==> src/rtl/crc_stream_pkg.sv <==
// Shared CRC definitions: FSM states, common presets and a bit-reverse helper.
package crc_stream_pkg;

  typedef enum logic [1:0] {IDLE, RUN, APPEND} state_t;

  typedef struct packed {
    logic [7:0]  wid;
    logic [63:0] poly;
    logic [63:0] init;
    logic        refin;
    logic        refout;
    logic [63:0] xorout;
    logic [63:0] residue;
  } crc_preset_t;

  localparam crc_preset_t CCITT16 = '{
    wid: 8'd16, poly: 64'h1021, init: 64'hffff, refin: 1'b0, refout: 1'b0,
    xorout: 64'h0, residue: 64'h0};

  localparam crc_preset_t CRC32 = '{
    wid: 8'd32, poly: 64'h04c11db7, init: 64'hffffffff, refin: 1'b1, refout: 1'b1,
    xorout: 64'hffffffff, residue: 64'hc704dd7b};

  // Reverses the low w bits of v; bits above w come back zero.
  function automatic logic [63:0] bitrev(input logic [63:0] v, input int w);
    logic [63:0] r;
    r = '0;
    for (int i = 0; i < 64; i++)
      if (i < w) r[i] = v[w-1-i];
    return r;
  endfunction

endpackage

==> src/rtl/crc_stream_step.sv <==
// Combinational DW-bit LFSR advance of a WID-bit CRC register (MSB feedback).
module crc_step #(
  parameter int             WID   = 16,
  parameter logic [WID-1:0] POLY  = 16'h1021,
  parameter int             DW    = 8,
  parameter bit             REFIN = 1'b0
) (
  input  logic [WID-1:0] sr,
  input  logic [DW-1:0]  data,
  output logic [WID-1:0] sr_next
);

  logic [WID-1:0] s;
  logic           b;
  logic           fb;

  always_comb begin
    s  = sr;
    b  = 1'b0;
    fb = 1'b0;
    for (int i = 0; i < DW; i++) begin
      b  = REFIN ? data[i] : data[DW-1-i];
      fb = s[WID-1] ^ b;
      s  = (s << 1) ^ (fb ? POLY : '0);
    end
    sr_next = s;
  end

endmodule

==> src/rtl/crc_stream.sv <==
// Streaming CRC engine: generate mode appends the CRC after the frame,
// check mode passes the frame through and reports a residue match.
module crc_stream
  import crc_stream_pkg::*;
#(
  parameter int             WID     = 16,
  parameter logic [WID-1:0] POLY    = 16'h1021,
  parameter logic [WID-1:0] INIT    = 16'hffff,
  parameter int             DW      = 8,
  parameter bit             REFIN   = 1'b0,
  parameter bit             REFOUT  = 1'b0,
  parameter logic [WID-1:0] XOROUT  = 16'h0000,
  parameter logic [WID-1:0] RESIDUE = 16'h0000
) (
  input  logic          clk,
  input  logic          rst,
  input  logic          clear,
  input  logic          mode,
  input  logic          in_valid,
  output logic          in_ready,
  input  logic [DW-1:0] in_data,
  input  logic          in_last,
  output logic          out_valid,
  input  logic          out_ready,
  output logic [DW-1:0] out_data,
  output logic          out_last,
  output logic          res_valid,
  output logic          res_ok
);

  localparam int N  = WID / DW;
  localparam int CW = (N > 1) ? $clog2(N) : 1;

  state_t         state_q, state_d;
  logic [WID-1:0] sr_q, sr_d, sr_next;
  logic [WID-1:0] crc_q, crc_d, crc_fin;
  logic [63:0]    rev;
  logic [CW-1:0]  cnt_q, cnt_d;
  logic           mode_q, mode_d, mode_eff;
  logic           out_valid_q, out_valid_d, out_last_q, out_last_d;
  logic [DW-1:0]  out_data_q, out_data_d;
  logic           res_valid_q, res_valid_d, res_ok_q, res_ok_d;
  logic           out_free, in_fire, chunk_last;

  crc_step #(.WID(WID), .POLY(POLY), .DW(DW), .REFIN(REFIN)) u_step (
    .sr      (sr_q),
    .data    (in_data),
    .sr_next (sr_next)
  );

  assign out_free   = ~out_valid_q | out_ready;
  assign in_ready   = ~clear & out_free & (state_q != APPEND);
  assign in_fire    = in_valid & in_ready;
  assign chunk_last = (cnt_q == CW'(N - 1));

  always_comb begin
    rev     = bitrev(64'(sr_next), WID);
    crc_fin = (REFOUT ? rev[WID-1:0] : sr_next) ^ XOROUT;
  end

  always_comb begin
    state_d     = state_q;
    sr_d        = sr_q;
    mode_d      = mode_q;
    crc_d       = crc_q;
    cnt_d       = cnt_q;
    out_valid_d = out_valid_q & ~out_ready;
    out_data_d  = out_data_q;
    out_last_d  = out_last_q;
    res_valid_d = 1'b0;
    res_ok_d    = res_ok_q;
    // mode is only honoured on the opening beat of a frame
    mode_eff    = (state_q == IDLE) ? mode : mode_q;
    if (clear) begin
      state_d     = IDLE;
      sr_d        = INIT;
      out_valid_d = 1'b0;
    end else begin
      case (state_q)
        IDLE, RUN: begin
          if (in_fire) begin
            mode_d      = mode_eff;
            sr_d        = sr_next;
            state_d     = RUN;
            out_valid_d = 1'b1;
            out_data_d  = in_data;
            out_last_d  = 1'b0;
            if (in_last) begin
              if (mode_eff) begin
                out_last_d  = 1'b1;
                res_valid_d = 1'b1;
                res_ok_d    = (sr_next == RESIDUE);
                sr_d        = INIT;
                state_d     = IDLE;
              end else begin
                crc_d   = crc_fin;
                cnt_d   = '0;
                state_d = APPEND;
              end
            end
          end
        end
        APPEND: begin
          if (out_free) begin
            out_valid_d = 1'b1;
            out_data_d  = REFOUT ? crc_q[DW-1:0] : crc_q[WID-1 -: DW];
            out_last_d  = chunk_last;
            crc_d       = REFOUT ? (crc_q >> DW) : (crc_q << DW);
            cnt_d       = cnt_q + CW'(1);
            if (chunk_last) begin
              sr_d    = INIT;
              state_d = IDLE;
            end
          end
        end
        default: state_d = IDLE;
      endcase
    end
  end

  always_ff @(posedge clk or posedge rst) begin
    if (rst) begin
      state_q     <= IDLE;
      sr_q        <= INIT;
      mode_q      <= 1'b0;
      crc_q       <= '0;
      cnt_q       <= '0;
      out_valid_q <= 1'b0;
      out_data_q  <= '0;
      out_last_q  <= 1'b0;
      res_valid_q <= 1'b0;
      res_ok_q    <= 1'b0;
    end else begin
      state_q     <= state_d;
      sr_q        <= sr_d;
      mode_q      <= mode_d;
      crc_q       <= crc_d;
      cnt_q       <= cnt_d;
      out_valid_q <= out_valid_d;
      out_data_q  <= out_data_d;
      out_last_q  <= out_last_d;
      res_valid_q <= res_valid_d;
      res_ok_q    <= res_ok_d;
    end
  end

  assign out_valid = out_valid_q;
  assign out_data  = out_data_q;
  assign out_last  = out_last_q;
  assign res_valid = res_valid_q;
  assign res_ok    = res_ok_q;

endmodule

==> config.mk <==
export PLATFORM = sky130hd
export DESIGN_NAME = crc_stream
export DESIGN_NICKNAME = d
export VERILOG_FILES = /design/src/rtl/crc_stream_pkg.sv /design/src/rtl/crc_stream_step.sv /design/src/rtl/crc_stream.sv
export SDC_FILE = /design/constraint.sdc
export NUM_CORES = 1
export LEC_CHECK = 0
export CORE_AREA = 2 2 76 71
export DETAILED_ROUTE_END_ITERATION = 10
export DIE_AREA = 0 0 78 73
export PLACE_DENSITY = 0.76
export SLEW_MARGIN = 5
export SYNTH_ARGS = -nofsm -noshare
export SYNTH_HDL_FRONTEND = slang
export SYNTH_HIERARCHICAL = 1
export SYNTH_SLANG_ARGS = --single-unit
==> constraint.sdc <==
create_clock -name clk -period 2.2 [get_ports clk]
set_clock_uncertainty 0.2 [all_clocks]
set_input_delay 0.44 -clock clk [delete_from_list [all_inputs] [get_ports clk]]
set_output_delay 0.44 -clock clk [all_outputs]
set_load 0.05 [all_outputs]
==> key figures, run 1 <==
Power
  • Int Pwr: 2.91 mW
  • Sw Ratio: about two fifths
  • Clock share of power: approximately 14%
  • Sequential Power Share: a little under a third
  • Pwr dens: between 1000 and 1500 nW/um^2
  • Lkg Pwr: between 1.5 and 2 nW
  • Total Power: between 4 and 5 mW
  • P_sw: around 1.8 mW
  • Peak VDD IR: 0.948 mV
  • Comb pwr share: 54.7%

Route
  • Vias: between 2000 and 2500
  • Vias/cell: 5.41
  • Wire per inst: 16.3 um
  • Pre-Repair DR Iteration Count: 5
  • Final wirelength: about 6400 um
  • Remaining DRCs: 0
  • Starting DRT DRC Count: ~220
  • ANT nets after route: 0

Synth
  • Synth Warn #: 6
  • Post-Syn Instances: between 200 and 300
  • Yosys top cell area share: between 30% and 40%
  • Synth area leaders: dfrtp_1 (30%), dfstp_2 (16%), a31oi_1 (6.4%), nor2_1 (4.9%), xnor3_1 (4.3%)
  • Mean post-synth cell area: between 9 and 10 sq um
  • Flops & latches, synth: 48
  • Post-Syn Area: about 2600 sq um
  • Syn nets: 278
  • Post-synth cell types: 39
  • Sequential fraction of the synthesis area: a little under half
  • Yosys top cell by area: dfrtp_1

Hold path
  • Hold Path Class: in2async

Cells and area
  • FILL cells: roughly 380
  • Area growth from synthesis to layout: 32.4%
  • Antenna cells: 0
  • Most frequent cells in the layout: buf_4 (40), nor2_1 (34), dfrtp_1 (32), a31oi_1 (26), clkdlybuf4s50_1 (22)
  • Fin area: around 3500 sq um
  • Layout cell share with drive strength beyond 1: ~28%
  • Final nets: roughly 340
  • Commonest non-fill, non-tap cell in the layout: buf_4

Floorplan
  • Die X: around 78 um
  • Core area: between 5000 and 6000 sq um
  • Starting Density: between 50% and 60%
  • Die area: 5690 sq um
  • Io pins: 28
  • FP Rows: 25
  • Die span in y: about 73 um

Timing
  • Crit path time final: between 2 and 2.5 ns
  • Worst slew margin: between 50% and 60%
  • # setup viols final: 0
  • Fmax: 0.462 GHz
  • Period utilization: 98.4%
  • Worst Tran Pin Value: 0.660 ns
  • Pins Over Slew Limit: 0
  • Final hold violations: 0

Clock network
  • TritonCTS clock tree: built
  • Hold buffer count at cts: 0
  • Worst skew pair latency: 0.32 ns
  • H-tree depth: 2
  • CTS Buffer Depth: 2
  • TritonCTS buffer count: 5
  • Clk pin slew, worst setup/hold paths: approximately 0.080 ns
  • TritonCTS sink count: between 40 and 50
  • Root Buffer Master: clkbuf_8

Setup path
  • Worst EP required: around 1.6 ns
  • CP Cell Sequence: clkdlybuf4s50_1, buf_4, buf_4, nor3_4, buf_12
  • R2R Setup Slk: around 0.1 ns
  • Startpoint Class: input pin
  • R2R Path End: res_ok
  • CP dominant cell by count: buf_4
  • WP data arrival: around 1.5 ns
  • CP Class: in2out
  • Critical path's slowest cell: clkdlybuf4s50_1
  • Worst r2r path cells: 6
  • Worst setup EP type: output pin
  • WP buf/inv: 4
  • Max FO, Critical Path: 7
  • Slowest stage delay, CP: 0.40 ns
  • Reg2reg start: sr_q[9]
  • Critical path's top delay family: buffers and inverters

Placement
  • GPL Wtd Cong: 0.891
  • Dpl hpwl: 4420 um
  • Port buffer count: 27
  • Dpl cell area: about 3300 sq um

Global route
  • Grt ovf: 0
  • Largest net degree at the start of global routing: 49
  • First-pass GRT wire length: roughly 10000 um
  • Antenna violations before repair: 0
  • GRT Total Usage: approximately a quarter
  • Number of global-route vias before repair: slightly above 2000

Outcome
  • Status: finished, final reports clean

Run
  • Max-capacitance violation count: 0
==> worst reg2reg max path: cells and delay by family, from the launching register on <==
kind | cells | cell delay (ns)
xor gates and xnor gates | 2 | 0.57
DFF | 1 | 0.57
and+or+nand+nor | 2 | 0.42
buffers and inverters | 1 | 0.14
muxes | 1 | 0.14
==> synth_stat cells <==
| cell type | n |
|---|---|
| a211oi_4 | 1 |
| a21oi_1 | 11 |
| a31oi_1 | 27 |
| a41oi_1 | 1 |
| and3_1 | 1 |
| buf_1 | 2 |
| buf_2 | 8 |
| buf_4 | 1 |
| buf_6 | 1 |
| clkbuf_1 | 6 |
| dfrtp_1 | 32 |
| dfstp_2 | 16 |
| inv_1 | 20 |
| mux2_2 | 1 |
| mux2i_1 | 2 |
| nand2_1 | 19 |
| nand2b_1 | 2 |
| nand2b_4 | 2 |
| nand3b_1 | 1 |
| nand4_1 | 1 |
| nor2_1 | 34 |
| nor2b_1 | 3 |
| nor3_1 | 2 |
| nor3_2 | 1 |
| nor3b_1 | 2 |
| nor4_1 | 5 |
| o211ai_1 | 1 |
| o211ai_2 | 1 |
| o21ai_0 | 17 |
| o21ai_1 | 8 |
| o31ai_1 | 8 |
| o31ai_2 | 2 |
| xnor2_1 | 8 |
| xnor2_2 | 3 |
| xnor2_4 | 1 |
| xnor3_1 | 5 |
| xor2_1 | 3 |
| xor3_1 | 3 |
| xor3_4 | 1 |
==> power groups by stage <==
stage	Clock, mW	Combinational, mW	Sequential, mW
2_1_floorplan	0	1.44	1.60
3_3_place_gp	0	2.35	1.47
3_5_place_dp	0	2.43	1.50
4_1_cts	0.654	2.45	1.48
5_1_grt	0.686	2.78	1.53
6_report	0.651	2.59	1.49
==> how the worst max path moves through the flow <==
stage	slack, ns	to	cells after the start	from
3_3_place_gp	-0.27	res_ok	6	in_data[5]
6_report	0.04	in_ready	5	clear
5_1_grt	-0.08	res_ok	7	in_data[0]
2_1_floorplan	0.11	in_ready	5	state_q[1]
3_5_place_dp	-0.35	res_ok	6	in_data[5]
4_1_cts	0.005	res_ok	6	in_data[5]
==> state kept, by name, summed over array words and instances (netlist names) <==
name and flops:
out_valid 1, res_ok 1, res_valid 1, out_last 1, mode_q 1, crc_q 16, state_q 2, chunk_last 1
out_data 8, sr_q 16
==> kinds of logic after synthesis <==
group | synth area share (%)
compound gates | 18.4
mux | 1.19
buf+inv | 6.24
flops | 46.5
xor+xnor | 14.6
simple gates | 13.1
==> stage by stage <==
stage / std cells / utilization [%] / TNS, ns / worst slack, ns / hold WS (ns)
after floorplan: 263 / - / 0 / 0.105 / 0.273
after global placement: 377 / 65.1 / -5.14 / -0.266 / 0.292
after detailed placement: 377 / 65.1 / -6.80 / -0.355 / 0.296
after CTS: 385 / 67.4 / 0 / 0.00509 / 0.285
after global routing: 391 / 69.5 / -0.0751 / -0.0751 / 0.305
final: 391 / 69.5 / 0 / 0.0358 / 0.280
==> final cells by class <==
class / instances / area [sq um] / area share, %
tap: 67 / 83.8 / 2.41
multi-input combinational: 177 / 1320 / 38.0
clock inverter: 2 / 35.0 / 1.01
sequential: 48 / 1220 / 35.1
timing repair buffer: 71 / 671 / 19.3
clock buffer: 6 / 72.6 / 2.09
inverter: 20 / 75.1 / 2.16
==> timing repair <==
action                     4_1_cts  5_1_grt
setup endpoints to repair       17        3
buffers inserted                 0        6
pin swaps                        2       12
gates resized for setup          1       12
==> per-layer routing <==
metal,share of wire [%],vias up,global-route usage (%),wire length (um)
met2,50,55,38.4,3180
met5,0,-,0,0
met4,3.1,0,10.3,200
met1,43,1018,30.7,2720
li1,-,1026,-,-
met3,3.9,15,4.08,250
Note: power is estimated with default switching activity, not from simulation.
==> inputs of run 2 (changes only) <==
--- a/config.mk
+++ b/config.mk
@@ -5,11 +5,14 @@
 export SDC_FILE = /design/constraint.sdc
 export NUM_CORES = 1
 export LEC_CHECK = 0
-export CORE_AREA = 2 2 76 71
+export CELL_PAD_IN_SITES_DETAIL_PLACEMENT = 0
+export CELL_PAD_IN_SITES_GLOBAL_PLACEMENT = 2
+export CORE_AREA = 2 2 94 87
 export DETAILED_ROUTE_END_ITERATION = 10
-export DIE_AREA = 0 0 78 73
-export PLACE_DENSITY = 0.76
-export SLEW_MARGIN = 5
+export DIE_AREA = 0 0 96 89
+export PLACE_DENSITY_LB_ADDON = 0.1
+export REMOVE_ABC_BUFFERS = 1
+export SLEW_MARGIN = 40
 export SYNTH_ARGS = -nofsm -noshare
 export SYNTH_HDL_FRONTEND = slang
 export SYNTH_HIERARCHICAL = 1
==> key figures, run 2 (synthesized netlist as in run 1, its figures left out) <==
Setup path
  • Critical path origin: out_ready
  • CP Class: in2out
  • WP data arrival: 1.52 ns (about the same)
  • Worst setup EP type: output pin
  • Max FO, Critical Path: 3 (-4)
  • Critical path's slowest cell: clkdlybuf4s50_1
  • Worst r2r path cells: 5 (-1)
  • R2R Path End: res_ok
  • CP Cell Sequence: clkdlybuf4s50_1, nor2b_1, nor3_2, buf_4, buf_12
  • Critical Path Sink: in_ready
  • R2R Setup Slk: 0.13 ns (+0.03 ns)
  • Slowest stage delay, CP: 0.44 ns (+0.04 ns)
  • Worst EP required: 1.56 ns (about the same)
  • Startpoint Class: input pin
  • Reg2reg start: sr_q[13]

Floorplan
  • Die area: 8540 sq um (+50%)
  • Core area: 7470 sq um (+49%)
  • Starting Density: 35.2% (-17 points)
  • Io pins: 28 (unchanged)
  • Die X: 96 um (+23%)
  • FP Rows: 30 (+20%)
  • Die span in y: 89 um (+22%)

Route
  • Vias: 2042 (-3.4%)
  • Final wirelength: 6710 um (+5.7%)
  • Wire per inst: 16.2 um (-0.45%)
  • Starting DRT DRC Count: 122 (-46%)
  • Pre-Repair DR Iteration Count: 4 (-1)
  • ANT nets after route: 0 (unchanged)
  • Vias/cell: 4.92 (-9.0%)
  • Remaining DRCs: 0 (unchanged)

Power
  • Peak VDD IR: 0.565 mV (-40%)
  • Total Power: 4.66 mW (-1.5%)
  • Pwr dens: 1350 nW/um^2 (-0.47%)
  • Lkg Pwr: 1.53 nW (-3.7%)

Timing
  • Fmax: 0.463 GHz (+0.26%)
  • Worst Tran Pin Value: 0.496 ns (-0.164 ns)
  • Pins Over Slew Limit: 0 (unchanged)
  • Period utilization: 98.1% (-0.26 points)
  • Final hold violations: 0 (unchanged)
  • Setup TNS: 0 ns (unchanged)
  • Worst slew margin: 66.8% (+11 points)
  • Crit path time final: 2.16 ns (-0.00569 ns)
  • # setup viols final: 0 (unchanged)

Clock network
  • Hold buffer count at cts: 0 (unchanged)
  • Worst skew pair latency: 0.30 ns (-0.02 ns)
  • Clk pin slew, worst setup/hold paths: 0.09 ns (about the same)
  • TritonCTS sink count: 48 (unchanged)
  • Root Buffer Master: clkbuf_8
  • TritonCTS buffer count: 5 (unchanged)
  • H-tree depth: 2 (unchanged)
  • CTS Buffer Depth: 2 (unchanged)
  • TritonCTS clock tree: built

Run
  • Max-capacitance violation count: 0 (unchanged)

Placement
  • Dpl cell area: 3260 sq um (+0.15%)
  • GPL Wtd Cong: 0.847 (-5.0%)
  • Port buffer count: 27 (unchanged)
  • Dpl hpwl: 4510 um (+2.1%)

Hold path
  • Hold Path Class: in2async

Cells and area
  • Most frequent cells in the layout: buf_4 (37), nor2_1 (34), dfrtp_1 (31), a31oi_1 (26), clkdlybuf4s50_1 (20)
  • Layout cell share with drive strength beyond 1: 27.6% (-0.81 points)
  • Fin area: 3440 sq um (-1.0%)
  • Final nets: 333 (-1.5%)
  • Commonest non-fill, non-tap cell in the layout: buf_4
  • Area growth from synthesis to layout: 31.0%
  • FILL cells: 738 (+97%)
  • Antenna cells: 0 (unchanged)

Global route
  • Largest net degree at the start of global routing: 49 (unchanged)
  • Number of global-route vias before repair: 2083 (+1.2%)
  • Antenna violations before repair: 0 (unchanged)
  • Grt ovf: 0 (unchanged)
  • GRT Total Usage: 17.3% (-6.0 points)
  • First-pass GRT wire length: 11000 um (+9.1%)

Outcome
  • Status: finished, final reports clean
[run 2: cell types whose count changed in the layout (fill, tap and decap cells not counted), sizes merged]
cell           delta
dlygate4sd2       +1
buf               -3
clkdlybuf4s50     -2
dlymetal6s2s      -1
[run 2: per-layer routing]
metal	global-route usage (%)	part of all wire, %	vias to the layer above
met1	26.0	54	993
met2	26.6	43	22
met4	3.25	0.46	0
li1	-	-	1025
met3	2.95	2.6	2
met5	0	0	-
[run 2: worst min-delay path by stage]
| stage | slack [ns] | cells past startpoint | to |
|---|---|---|---|
| after floorplan | 0.27 | 1 | chunk_last |
| after global placement | 0.29 | 2 | crc_q[7] |
| after detailed placement | 0.29 | 2 | sr_q[6] |
| after CTS | 0.30 | 3 | out_data[7] |
| after global routing | 0.27 | 3 | out_data[1] |
| final | 0.28 | 3 | out_data[7] |
[run 2: final cells by class]
cell class,instances,area (sq um),share of cell area [%]
clock buffer,6,72.6,2.11
clock inverter,2,35.0,1.02
inverter,20,75.1,2.18
multi-input combinational,177,1290,37.6
sequential,48,1220,35.5
tap,96,120,3.49
timing repair buffer,66,624,18.1
[run 2: power by group]
part	switching, mW	internal, mW
Combinational	1.23	1.31
Sequential	0.205	1.28
Clock	0.303	0.338
[run 2: timing repair]
item | CTS | global route
gates resized for setup | 2 | 10
setup endpoints to repair | 1 | 2
setup buffers | 0 | 3
pin swaps | 0 | 11
[run 2: critical path, delay by kind of cell]
| kind | cells | cell delay [ns] |
|---|---|---|
| buf+inv | 3 | 0.72 |
| simple gates | 2 | 0.36 |
[run 2: stage by stage]
| step | std cells | hold slack, ns | utilization, % | worst slack [ns] |
|---|---|---|---|---|
| finish | 415 | 0.280 | 46.1 | 0.0415 |
| global route | 415 | 0.274 | 46.1 | -0.00988 |
| CTS | 412 | 0.296 | 45.2 | 0.0137 |
| detailed placement | 404 | 0.294 | 43.7 | -0.340 |
| floorplan | 245 | 0.273 | - | -0.887 |
| global placement | 404 | 0.287 | 43.7 | -0.282 |
